===== src/rtl/fetch_pkg.sv =====
// Shared constants and types for the instruction-fetch stage.
// Optional skid buffer is enabled with FETCH_BUF_EN (see fetch_unit.sv).
package fetch_pkg;

  localparam int INS_W  = 64;
  localparam int ADDR_W = 16;
  localparam int CNT_W  = 3;

  localparam logic [CNT_W-1:0]  MEM_LATENCY   = 3'd5;
  localparam logic [ADDR_W-1:0] PC_STEP       = 16'd8;
  localparam logic [ADDR_W-1:0] RESET_PC      = 16'h0000;
  localparam logic [ADDR_W-1:0] PC_ALIGN_MASK = 16'hFFF8;

  typedef struct packed {
    logic [INS_W-1:0]  ins;
    logic [ADDR_W-1:0] pc;
  } fetch_entry_t;

  function automatic logic [ADDR_W-1:0] align_pc(input logic [ADDR_W-1:0] a);
    return a & PC_ALIGN_MASK;
  endfunction

endpackage


===== src/rtl/fetch_latency_counter.sv =====
// Counts edges the memory has seen the current address; saturates at MEM_LATENCY.
// clr_i wins over set1_i; set1_i models the memory restarting on a refetch edge.
module fetch_latency_counter
  import fetch_pkg::*;
(
  input  logic clk,
  input  logic rst_n,
  input  logic clr_i,
  input  logic set1_i,
  output logic data_valid_o
);

  logic [CNT_W-1:0] cnt_q, cnt_d;

  always_comb begin
    cnt_d = cnt_q;
    if (clr_i)                    cnt_d = '0;
    else if (set1_i)              cnt_d = 3'd1;
    else if (cnt_q < MEM_LATENCY) cnt_d = cnt_q + 3'd1;
  end

  always_ff @(posedge clk or negedge rst_n) begin
    if (!rst_n) cnt_q <= '0;
    else        cnt_q <= cnt_d;
  end

  assign data_valid_o = (cnt_q == MEM_LATENCY);

endmodule


===== src/rtl/fetch_unit.sv =====
// Instruction fetch: owns the PC, times the fixed-latency memory, feeds IF/ID.
// Define FETCH_BUF_EN to add a 1-entry skid buffer instead of refetching on stall.
module fetch_unit
  import fetch_pkg::*;
(
  input  logic              clk,
  input  logic              rst_n,
  output logic [15:0]       mem_addr,
  input  logic [63:0]       mem_ins,
  input  logic              id_ready,
  input  logic              branch_taken,
  input  logic [15:0]       branch_target,
  output logic              if_valid,
  output logic [63:0]       if_ins,
  output logic [15:0]       if_pc
);

  logic [ADDR_W-1:0] pc_q, pc_d;
  logic              if_valid_q, if_valid_d;
  logic [INS_W-1:0]  if_ins_q, if_ins_d;
  logic [ADDR_W-1:0] if_pc_q, if_pc_d;
  logic              data_valid, slot_free, cnt_clr, cnt_set1;

  fetch_latency_counter u_cnt (
    .clk          (clk),
    .rst_n        (rst_n),
    .clr_i        (cnt_clr),
    .set1_i       (cnt_set1),
    .data_valid_o (data_valid)
  );

  assign slot_free = !if_valid_q || id_ready;

`ifdef FETCH_BUF_EN
  fetch_entry_t buf_q, buf_d;
  logic         buf_valid_q, buf_valid_d;

  always_comb begin
    pc_d        = pc_q;
    if_valid_d  = if_valid_q;
    if_ins_d    = if_ins_q;
    if_pc_d     = if_pc_q;
    buf_d       = buf_q;
    buf_valid_d = buf_valid_q;
    cnt_clr     = 1'b0;
    cnt_set1    = 1'b0;
    if (branch_taken) begin
      pc_d        = align_pc(branch_target);
      cnt_clr     = 1'b1;
      if_valid_d  = 1'b0;
      buf_valid_d = 1'b0;
    end else if (slot_free && buf_valid_q) begin
      // Older buffered word goes out first; a word arriving now refills the buffer.
      if_ins_d    = buf_q.ins;
      if_pc_d     = buf_q.pc;
      if_valid_d  = 1'b1;
      buf_valid_d = 1'b0;
      if (data_valid) begin
        buf_d       = '{ins: mem_ins, pc: pc_q};
        buf_valid_d = 1'b1;
        pc_d        = pc_q + PC_STEP;
        cnt_clr     = 1'b1;
      end
    end else if (data_valid && slot_free) begin
      if_ins_d   = mem_ins;
      if_pc_d    = pc_q;
      if_valid_d = 1'b1;
      pc_d       = pc_q + PC_STEP;
      cnt_clr    = 1'b1;
    end else if (data_valid && !buf_valid_q) begin
      buf_d       = '{ins: mem_ins, pc: pc_q};
      buf_valid_d = 1'b1;
      pc_d        = pc_q + PC_STEP;
      cnt_clr     = 1'b1;
    end else if (!data_valid && id_ready && if_valid_q) begin
      if_valid_d = 1'b0;
    end
    // Both stages full with data valid: hold; the counter stays saturated.
  end

  always_ff @(posedge clk or negedge rst_n) begin
    if (!rst_n) begin
      buf_q       <= '0;
      buf_valid_q <= 1'b0;
    end else begin
      buf_q       <= buf_d;
      buf_valid_q <= buf_valid_d;
    end
  end
`else
  always_comb begin
    pc_d       = pc_q;
    if_valid_d = if_valid_q;
    if_ins_d   = if_ins_q;
    if_pc_d    = if_pc_q;
    cnt_clr    = 1'b0;
    cnt_set1   = 1'b0;
    if (branch_taken) begin
      pc_d       = align_pc(branch_target);
      cnt_clr    = 1'b1;
      if_valid_d = 1'b0;
    end else if (data_valid && slot_free) begin
      if_ins_d   = mem_ins;
      if_pc_d    = pc_q;
      if_valid_d = 1'b1;
      pc_d       = pc_q + PC_STEP;
      cnt_clr    = 1'b1;
    end else if (data_valid) begin
      // Memory drops the word after this edge and starts counting again.
      cnt_set1 = 1'b1;
    end else if (id_ready && if_valid_q) begin
      if_valid_d = 1'b0;
    end
  end
`endif

  always_ff @(posedge clk or negedge rst_n) begin
    if (!rst_n) begin
      pc_q       <= RESET_PC;
      if_valid_q <= 1'b0;
      if_ins_q   <= '0;
      if_pc_q    <= '0;
    end else begin
      pc_q       <= pc_d;
      if_valid_q <= if_valid_d;
      if_ins_q   <= if_ins_d;
      if_pc_q    <= if_pc_d;
    end
  end

  assign mem_addr = pc_q;
  assign if_valid = if_valid_q;
  assign if_ins   = if_ins_q;
  assign if_pc    = if_pc_q;

endmodule

===== config.mk =====
export PLATFORM = sky130hd
export DESIGN_NAME = fetch_unit
export DESIGN_NICKNAME = d
export VERILOG_FILES = /design/src/rtl/fetch_pkg.sv /design/src/rtl/fetch_latency_counter.sv /design/src/rtl/fetch_unit.sv
export SDC_FILE = /design/constraint.sdc
export NUM_CORES = 1
export LEC_CHECK = 0
export BUFFER_PORTS_ARGS = -buffer_cell sky130_fd_sc_hd__buf_4
export CORE_UTILIZATION = 47
export CTS_CLUSTER_DIAMETER = 50
export DETAILED_ROUTE_END_ITERATION = 8
export PLACE_DENSITY = 0.91
export SLEW_MARGIN = 20
export SYNTH_ARGS = -nofsm -noshare
export SYNTH_HDL_FRONTEND = slang
export SYNTH_HIERARCHICAL = 1
export SYNTH_SLANG_ARGS = --single-unit
export TNS_END_PERCENT = 10

===== constraint.sdc =====
create_clock -name clk -period 2.45 [get_ports clk]
set_input_delay 0.245 -clock clk [delete_from_list [all_inputs] [get_ports clk]]
set_output_delay 0.245 -clock clk [all_outputs]
set_load 0.02 [all_outputs]

==> reports/results.ini, run 1 <==
[finish]
diodes=0
multiInputGateArea_mm2=0.00145
num-nets-final=537
n_fill_cell=608
drive_gt1_frac=0.612
regArea_mm2=0.00235
area_growth_syn_to_layout_pct=39.2
utilization=0.672

[synthesis]
synth_flop_cell=dfrtp_1
avgSynthCellArea_um2=14.2
synthDistinctLibCells=44
seq_area_frac_synth=0.596
synth_most_common_cell=dfrtp_1
synth-async-reset-ratio=1.00
syn_inst=278
ys_warn_count=6
synth.top_cell.area_share=0.596
synth_edf_count=0
synthTopCellsByCount=dfrtp_1 (94), mux2_2 (78), nand2_1 (12)
synth-seq-cells=94
yosysTopAreaCell=dfrtp_1
synthTopCellsByArea=dfrtp_1 (60%), mux2_2 (22%), buf_4 (1.5%)
netlist_area_mm2=0.00394

[die]
fp-row-count=33
coreArea_mm2=0.00818
die_x_um=93.6
io_pins=181
die_h_um=93.6
start_util=0.482
die_area_mm2=0.00876

[worst_setup_path]
crit_type=reg -> reg
arrival_ps=2200
crit_path_end_kind=register
crit_fanout=10
start_kind=register
worst_ep_required_time_ps=2690

[place]
dp_hpwl_um=6270
io_buffers=171
gp_congestion=0.782

[hold_path]
hold_class=in -> reg

[timing]
fin_crit_ps=1960
worst_pin_slew_ps=544
relSlewSlack=0.637
maxSlewViolCount=0
rsz0062_at_grt=false
finalHoldViolCount=0
post-route-period-util=0.798
holdWs_ps=103
fin_skew_ps=10.9
setup_tns_ps=0
fmax_mhz=511
finalSetupViolations=0

[grt]
met1_usage=0.243
busiest_layer=met2
antenna_found_initial=0
grt_max_degree=78
grt_usage=0.199
use_met2=0.343
grt_pass1_wl_um=13400
use_met3=0.0577
grt_pass1_vias=2752
grt-ovfl-total=0

[clocking]
cts_tree=built
post_cts_resized=0
clk_path_buf_depth=2
post_cts.repair.setup_buffers=0
clkTransAtPathRegs_ps=90
htree_levels=3
cts_hold_buf=1
numCtsBuffers=9
clk_latency_ps=340
root_buffer=clkbuf_8
cts_sinks=94

[route]
dr.pass1.iters=4
drt_iter0_markers=51
ant_nets=0
drcViolationCount=0
totalWireLength_um=8610
routedWlPerCell_um=15.4
vias_per_cell=4.95
vias=2767

[status]
outcome=complete, no violations

[run]
maxCapViolations=0

[power]
ir_worst_vdd_mv=0.442
cellLeakagePower_nw=2.82
power_density_mw_per_mm2=967

## layout make-up
| cell class | instances | share of cell area |
|---|---|---|
| sequential | 94 | 0.428 |
| multi-input combinational | 166 | 0.265 |
| tap | 105 | 0.0239 |
| inverter | 4 | 0.00273 |
| clock inverter | 5 | 0.0107 |
| clock buffer | 10 | 0.0251 |
| timing repair buffer | 175 | 0.244 |
## sequential cells by signal (all words and copies together), names as in the netlist
register,cells
if_ins,64
if_pc,13
if_valid,1
mem_addr,13
u_cnt/cnt_q,3
## report_power, final
part | total [mW] | internal [mW] | switching [mW]
registers | 2.29 | 2.01 | 0.275
clock network | 1.01 | 0.496 | 0.516
logic | 2.01 | 1.01 | 1.00
## path summary, 6_finish.rpt
| path | from | end | slack [ps] | cells past startpoint |
|---|---|---|---|---|
| max in group asynchronous | rst_n | if_ins[29]$_DFFE_PN0P_ | 1360 | 3 |
| min | branch_target[4] | mem_addr[4]$_DFFE_PN0P_ | 100 | 3 |
| min reg2reg | if_ins[2]$_DFFE_PN0P_ | if_ins[2]$_DFFE_PN0P_ | 510 | 1 |
| max reg2reg | u_cnt/cnt_q[1]$_DFFE_PN0P_ | u_cnt/cnt_q[0]$_DFFE_PN0P_ | 490 | 8 |
| max | u_cnt/cnt_q[1]$_DFFE_PN0P_ | u_cnt/cnt_q[0]$_DFFE_PN0P_ | 490 | 8 |
| min in group asynchronous | rst_n | if_ins[5]$_DFFE_PN0P_ | 410 | 2 |
## stage by stage
| step | power [mW] | instances | setup slack, ps | cell area (um^2) |
|---|---|---|---|---|
| after detailed placement | 4.36 | 543 | 516 | 5280 |
| after global routing | 5.59 | 559 | 395 | 5490 |
| final | 5.31 | 559 | 494 | 5490 |
| after floorplan | 3.33 | 283 | 741 | 3960 |
| after global placement | 4.26 | 543 | 625 | 5280 |
| after CTS | 5.37 | 559 | 498 | 5490 |
## cell usage in the layout (no fill, tap or decap), drive strengths merged, types with 2 or more instances in the layout
cell,n
nand2,13
xnor2,2
xor2,6
clkbuf,10
nand3,9
ha,3
nor2,6
o21ai,9
dfrtp,94
buf,174
clkinvlp,2
and4,3
and2,3
conb,6
inv,5
nand2b,3
and3,5
nand4,5
mux2,78
## kinds of logic after synthesis
group / after synthesis / share of synthesized area
and+or+nand+nor: 53 / 0.0815
DFF: 94 / 0.596
buffers and inverters: 23 / 0.0409
muxes: 79 / 0.225
other: 1 / 0.000951
adders and majority gates: 3 / 0.00952
AOI/OAI and AO/OA: 17 / 0.0276
xor gates and xnor gates: 8 / 0.0178
## routing by layer
layer / vias to the layer above / part of all wire
li1: 1309 / -
met1: 1331 / 0.41
met2: 117 / 0.50
met3: 10 / 0.086
met4: 0 / 0.0098
met5: - / 0
## worst max-delay path, cell delays in order (launching register included)
cell	delay (ps)
dfrtp_1	420
inv_1	80
ha_1	140
and2_1	150
buf_4	170
inv_1	60
nor3_1	400
nor3b_1	120
a311oi_1	300
Power figures use the tool's default switching activity.
==> run 2, diff against run 1 <==
==> constraint.sdc (replaced) <==
create_clock -name clk -period 1.9 [get_ports clk]
set_input_delay 0.19 -clock clk [delete_from_list [all_inputs] [get_ports clk]]
set_output_delay 0.19 -clock clk [all_outputs]
set_load 0.02 [all_outputs]
==> run 2 against run 1 <==
  * Clock skew decreased by 1.7 ps
  * Power up 29%
  * Maximum frequency grew 8.7%
  * Cell count is 0.89% higher
  * Critical path depth shrank 1
  * Clock power rose by 31%
  * First-iteration DRC count down 14%
  * Worst hold slack worse by 40 ps
  * Register-to-register slack worse by 390 ps
  * Combinational power rose by 28%
  * Sequential cell count stayed put
  * Final area grew 0.93%
  * Critical endpoint is now if_ins[37]$_DFFE_PN0P_
==> reports/results.ini, run 2 (same netlist as run 1, synthesis figures left out) <==
[die]
start_util=0.482  ; unchanged
die_area_mm2=0.00876  ; unchanged
fp-row-count=33  ; unchanged
die_x_um=93.6  ; unchanged
coreArea_mm2=0.00818  ; unchanged
io_pins=181  ; unchanged
die_h_um=93.6  ; unchanged

[timing]
maxSlewViolCount=0  ; unchanged
finalHoldViolCount=0  ; unchanged
rsz0062_at_grt=true  ; was false
holdWs_ps=63.3  ; was 103 ps
fmax_mhz=556  ; was 511 MHz
fin_crit_ps=1800  ; was 1960 ps
post-route-period-util=0.947  ; was 0.798
finalSetupViolations=0  ; unchanged
fin_skew_ps=9.22  ; was 10.9 ps
setup_tns_ps=0  ; unchanged

[run]
maxCapViolations=0  ; unchanged

[route]
totalWireLength_um=8520  ; was 8610 um
drt_iter0_markers=44  ; was 51
vias=2844  ; was 2,767
vias_per_cell=5.04  ; was 4.95
routedWlPerCell_um=15.1  ; was 15.4 um
dr.pass1.iters=4  ; unchanged
ant_nets=0  ; unchanged
drcViolationCount=0  ; unchanged

[worst_setup_path]
startpoint=u_cnt/cnt_q[1]$_DFFE_PN0P_  ; unchanged
cp_slowest_stage_delay_ps=430  ; was 420 ps
crit_chain=inv_1 -> ha_1 -> and2_1 -> nand2_2 -> nor2_4 -> buf_12 -> mux2_2  ; was inv_1 -> ha_1 -> and2_1 -> buf_4 -> inv_1 -> nor3_1 -> nor3b_1 -> a311oi_1
r2r_cells=7  ; was 8
reg2reg_from=u_cnt/cnt_q[1]$_DFFE_PN0P_  ; unchanged
arrival_ps=2020  ; was 2200 ps
crit_fanout=39  ; was 10
crit_path_end_kind=register  ; unchanged
worst_ep_required_time_ps=2120  ; was 2690 ps
start_kind=register  ; unchanged
crit_type=reg -> reg  ; unchanged
cp_slowest_cell=dfrtp_1  ; unchanged

[power]
p_sw_mw=2.30  ; was 1.79 mW
power_frac_seq=0.431  ; about the same
combPwrFrac=0.376  ; was 0.378
swShare=0.337  ; was 0.338
cellLeakagePower_nw=2.84  ; was 2.82 nW
power_density_mw_per_mm2=1240  ; was 967 mW/mm^2
ir_worst_vdd_mv=0.613  ; was 0.442 mV
power_frac_clock=0.192  ; was 0.191
p_int_mw=4.54  ; was 3.52 mW

[clocking]
root_buffer=clkbuf_8  ; unchanged
clkTransAtPathRegs_ps=90  ; about the same
clk_path_buf_depth=2  ; unchanged
cts_sinks=94  ; unchanged
numCtsBuffers=9  ; unchanged
clk_latency_ps=340  ; about the same
cts_tree=built  ; unchanged
htree_levels=3  ; unchanged
post_cts.repair.setup_buffers=0  ; unchanged

[place]
place_area_mm2=0.00533  ; was 0.00528 mm^2
dp_hpwl_um=6420  ; was 6270 um
gp_congestion=0.786  ; was 0.782
io_buffers=171  ; unchanged

[finish]
final_cell_mix=buf_4 (175), dfrtp_1 (94), mux2_2 (78)  ; was buf_4 (172), dfrtp_1 (94), mux2_2 (78)
diodes=0  ; unchanged
final_common_cell=buf_4  ; unchanged
largest_register_ffs=64  ; unchanged
num-nets-final=541  ; was 537
drive_gt1_frac=0.617  ; was 0.612
fin_area_mm2=0.00554  ; was 0.00549 mm^2
area_growth_syn_to_layout_pct=40.5  ; was 39.2%

[hold_path]
hold_class=in -> reg  ; unchanged
worstHoldStart=branch_target[14]  ; was branch_target[4]
whs_path_depth=3  ; unchanged

[grt]
grt_pass1_vias=2872  ; was 2,752
grt-ovfl-total=0  ; unchanged
grt_max_degree=47  ; was 78
grt_usage=0.197  ; was 0.199
antenna_found_initial=0  ; unchanged
grt_pass1_wl_um=13500  ; was 13,400 um

[status]
outcome=complete, no violations  ; unchanged

run 2: cell types whose count changed in the layout (fill, tap and decap cells not counted), sizes merged:
cell / change
clkbuf: +1
inv: -1
buf: +4
clkinv: +1
run 2: what timing repair did:
| action | CTS | global route |
|---|---|---|
| endpoints found under the hold margin | 19 | 0 |
| hold buffers | 1 | 0 |
| endpoints found under the setup margin | 0 | 5 |
| resized for setup | 0 | 1 |
run 2: critical path, delay by kind of cell, from the launching register on:
family        cells  cell delay [ps]
buf+inv           2              310
fa+ha+maj         1              120
simple gates      3              430
mux               1              370
flops             1              430
run 2: per-layer routing:
metal,up-vias,share of wire,GRT usage
met5,-,0,0
met4,0,0.0082,0.0603
met3,8,0.084,0.0472
met2,119,0.51,0.350
met1,1394,0.40,0.235
li1,1323,-,-
run 2: layout make-up:
class	instances	area (um^2)
multi-input cells	166	1460
clock buffers	11	141
clock inverters	5	58.8
fillers	593	2630
repair buffers	179	1380
inverters	4	15.0
well taps	105	131
flip-flops and latches	94	2350
run 2: power by group through the flow:
| stage | clock network (mW) | logic [mW] | registers, mW |
|---|---|---|---|
| detailed placement | 0 | 2.61 | 3.01 |
| CTS | 1.37 | 2.61 | 2.97 |
| floorplan | 0 | 0.608 | 3.69 |
| global placement | 0 | 2.55 | 2.95 |
| global route | 1.44 | 2.74 | 3.04 |
| finish | 1.32 | 2.58 | 2.95 |
run 2: path summary, 6_finish.rpt:
| path | to | slack [ps] |
|---|---|---|
| hold reg to reg | if_ins[18]$_DFFE_PN0P_ | 520 |
| setup reg to reg | if_ins[37]$_DFFE_PN0P_ | 100 |
| hold / removal | mem_addr[14]$_DFFE_PN0P_ | 60 |
| min in group asynchronous | if_ins[3]$_DFFE_PN0P_ | 260 |
| setup / recovery | if_ins[37]$_DFFE_PN0P_ | 100 |
| max in group asynchronous | if_ins[10]$_DFFE_PN0P_ | 950 |
run 2: stage by stage:
stage               utilization  cells  setup WS, ps  power, mW
floorplan                     -    283           191       4.30
global placement          0.652    547           160       5.50
CTS                       0.677    564          84.9       6.94
finish                    0.678    564           100       6.85
global route              0.678    564          13.3       7.22
detailed placement        0.652    547           110       5.62
==> run 3, diff against run 2 <==
--- a/config.mk
+++ b/config.mk
@@ -5,7 +5,9 @@
 export SDC_FILE = /design/constraint.sdc
 export NUM_CORES = 1
 export LEC_CHECK = 0
+export ABC_AREA = 1
 export BUFFER_PORTS_ARGS = -buffer_cell sky130_fd_sc_hd__buf_4
+export CORE_ASPECT_RATIO = 1.25
 export CORE_UTILIZATION = 47
 export CTS_CLUSTER_DIAMETER = 50
 export DETAILED_ROUTE_END_ITERATION = 8
==> run 3 against run 2 <==
  * The run now ends with design-rule violations left
  * Final area is 1.5% higher
  * Worst hold slack worse by 38 ps
  * Die area grew 2.5%
  * Count of clock-buffer cells in the layout is 1 lower
  * Highest routed layer unchanged
==> reports/results.ini, run 3 <==
[worst_setup_path]
worst_ep_required_time_ps=2140  ; was 2120 ps
crit_buf_inv=3  ; was 2
start_kind=register  ; unchanged
arrival_ps=1920  ; was 2020 ps
cpLargestDelayFamily=simple AND/OR/NAND/NOR gates  ; unchanged
cpMostUsedCell=nand2_1
cp_slowest_cell=dfrtp_1  ; unchanged
crit_path_end_kind=register  ; unchanged
crit_type=reg -> reg  ; unchanged
crit_fanout=7  ; was 39
cp_slowest_stage_delay_ps=410  ; was 430 ps
crit_chain=inv_1 -> ha_1 -> nand2_1 -> inv_1 -> nand2_1 -> nand2_1 -> buf_4 -> nand2_1 -> nor2_1 -> a21oi_1  ; was inv_1 -> ha_1 -> and2_1 -> nand2_2 -> nor2_4 -> buf_12 -> mux2_2

[place]
io_buffers=171  ; unchanged
dp_hpwl_um=7630  ; was 6420 um
gp_congestion=0.796  ; was 0.786
dp_cells=748  ; was 547

[synthesis]
synth_most_common_cell=nand2_1  ; was dfrtp_1
synth_edf_count=0  ; unchanged
synthDistinctLibCells=25  ; was 44
ys_warn_count=6  ; unchanged
synthTopCellsByCount=nand2_1 (259), dfrtp_1 (94), nor2_1 (26)  ; was dfrtp_1 (94), mux2_2 (78), nand2_1 (12)
synth.top_cell.area_share=0.582  ; was 0.596
seq_area_frac_synth=0.582  ; was 0.596
synth_flop_cell=dfrtp_1  ; unchanged
synth-seq-cells=94  ; unchanged
syn_inst=492  ; was 278
synthTopCellsByArea=dfrtp_1 (58%), nand2_1 (24%), nor2_1 (2.4%)  ; was dfrtp_1 (60%), mux2_2 (22%), buf_4 (1.5%)
synth-async-reset-ratio=1.00  ; unchanged
avgSynthCellArea_um2=8.22  ; was 14.2 um^2
netlist_area_mm2=0.00404  ; was 0.00394 mm^2
yosysTopAreaCell=dfrtp_1  ; unchanged

[status]
violations=design-rule violations
outcome=complete, but fails checks  ; was complete, no violations

[timing]
post-route-period-util=0.883  ; was 0.947
finalSetupViolations=0  ; unchanged
fmax_mhz=596  ; was 556 MHz
worst_pin_slew_ps=515
setup_tns_ps=0  ; unchanged
fin_crit_ps=1680  ; was 1800 ps
finalHoldViolCount=0  ; unchanged
maxSlewViolCount=0  ; unchanged
fin_skew_ps=10.8  ; was 9.22 ps
rsz0062_at_grt=false  ; was true
relSlewSlack=0.657

[power]
p_sw_mw=2.55  ; was 2.30 mW
p_int_mw=4.41  ; was 4.54 mW
swShare=0.366  ; was 0.337
ir_worst_vdd_mv=0.875  ; was 0.613 mV
power_frac_seq=0.430  ; was 0.431
power_density_mw_per_mm2=1240  ; about the same
cellLeakagePower_nw=3.21  ; was 2.84 nW
combPwrFrac=0.382  ; was 0.376
power_frac_clock=0.189  ; was 0.192

[route]
dr.pass1.iters=8  ; was 4
routedWlPerCell_um=13.3  ; was 15.1 um
ant_nets=0  ; unchanged
vias_per_cell=4.90  ; was 5.04
drcViolationCount=14  ; was 0
vias=3743  ; was 2,844
totalWireLength_um=10200  ; was 8520 um
drt_iter0_markers=206  ; was 44

[finish]
final_common_cell=nand2_1  ; was buf_4
largest_register_ffs=64  ; unchanged
final_cell_mix=nand2_1 (259), buf_4 (177), dfrtp_1 (94)  ; was buf_4 (175), dfrtp_1 (94), mux2_2 (78)
diodes=0  ; unchanged
fin_cells=764  ; was 564
num-nets-final=750  ; was 541
drive_gt1_frac=0.301  ; was 0.617
area_growth_syn_to_layout_pct=39.1  ; was 40.5%

[grt]
grt_pass1_wl_um=16700  ; was 13,500 um
grt_max_degree=40  ; was 47
grt_usage=0.232  ; was 0.197
grt_pass1_vias=3802  ; was 2,872
antenna_found_initial=0  ; unchanged
grt-ovfl-total=0  ; unchanged

[clocking]
cts_tree=built  ; unchanged
htree_levels=3  ; unchanged
cts_sinks=94  ; unchanged
clk_path_buf_depth=2  ; unchanged
post_cts.repair.setup_buffers=0  ; unchanged
numCtsBuffers=9  ; unchanged
clkTransAtPathRegs_ps=90  ; about the same
clk_latency_ps=350  ; was 340 ps
root_buffer=clkbuf_8  ; unchanged

[die]
die_h_um=106  ; was 93.6 um
fp-row-count=37  ; was 33
die_area_mm2=0.00898  ; was 0.00876 mm^2
start_util=0.488  ; was 0.482
die_x_um=85.0  ; was 93.6 um
coreArea_mm2=0.00829  ; was 0.00818 mm^2
io_pins=181  ; unchanged

[run]
maxCapViolations=0  ; unchanged

[hold_path]
hold_class=in -> reg  ; unchanged

==> run 3: cell families after synthesis <==
logic type / share of synthesized area
other: 0.000928
xor gates and xnor gates: 0.00433
DFF: 0.582
and+or+nand+nor: 0.303
adders and majority gates: 0.00929
buffers and inverters: 0.0653
AOI/OAI and AO/OA: 0.0356
==> run 3: stage by stage <==
stage          utilization  area [um^2]  total power, mW  setup WS [ps]  hold WS [ps]
2_1_floorplan            -         4060             4.34            451          -106
3_3_place_gp         0.653         5410             5.58            329           189
3_5_place_dp         0.653         5410             5.70            204           195
4_1_cts              0.678         5620             7.01            176          13.1
5_1_grt              0.679         5620             7.34           63.0          17.8
6_report             0.679         5620             6.96            222          25.6
==> run 3: repair_timing <==
item	CTS	global route
hold buffers	1	0
hold endpoints to repair	37	0
endpoints found under the setup margin	0	3
resized for setup	0	1
==> run 3: final timing paths <==
| path | start | endpoint | slack, ps | cells past startpoint |
|---|---|---|---|---|
| worst max-delay path | u_cnt/cnt_q[1]$_DFFE_PN0P_ | mem_addr[7]$_DFFE_PN0P_ | 220 | 10 |
| worst min-delay path | mem_ins[16] | if_ins[16]$_DFFE_PN0P_ | 30 | 3 |
| worst max register to register | u_cnt/cnt_q[1]$_DFFE_PN0P_ | mem_addr[7]$_DFFE_PN0P_ | 220 | 10 |
| worst min register to register | if_ins[47]$_DFFE_PN0P_ | if_ins[47]$_DFFE_PN0P_ | 490 | 2 |
| max in group asynchronous | rst_n | if_ins[61]$_DFFE_PN0P_ | 880 | 3 |
| min in group asynchronous | rst_n | if_ins[21]$_DFFE_PN0P_ | 340 | 2 |
==> run 3: power by group through the flow <==
stage | Combinational, mW | Sequential, mW | Clock, mW
finish | 2.66 | 2.99 | 1.31
CTS | 2.69 | 2.99 | 1.34
floorplan | 0.603 | 3.74 | 0
detailed placement | 2.68 | 3.02 | 0
global placement | 2.60 | 2.99 | 0
global route | 2.86 | 3.07 | 1.41
==> run 3: area by class of cell <==
class,count,area (um^2)
fillers,672,2660
inverters,26,97.6
well taps,97,121
multi-input cells,351,1460
flip-flops and latches,94,2350
clock buffers,10,138
repair buffers,181,1400
clock inverters,5,58.8
==> run 3: layer usage <==
layer | share of wire | global-route usage | vias to the layer above
met1 | 0.39 | 0.268 | 1719
met2 | 0.51 | 0.403 | 161
met4 | 0.028 | 0.108 | 0
met5 | 0 | 0 | -
met3 | 0.076 | 0.0572 | 31
li1 | - | - | 1832
==> run 3: worst min-delay path: stages <==
cell	delay (ps)
buf_4	70
nand2_1	40
nand2_1	40
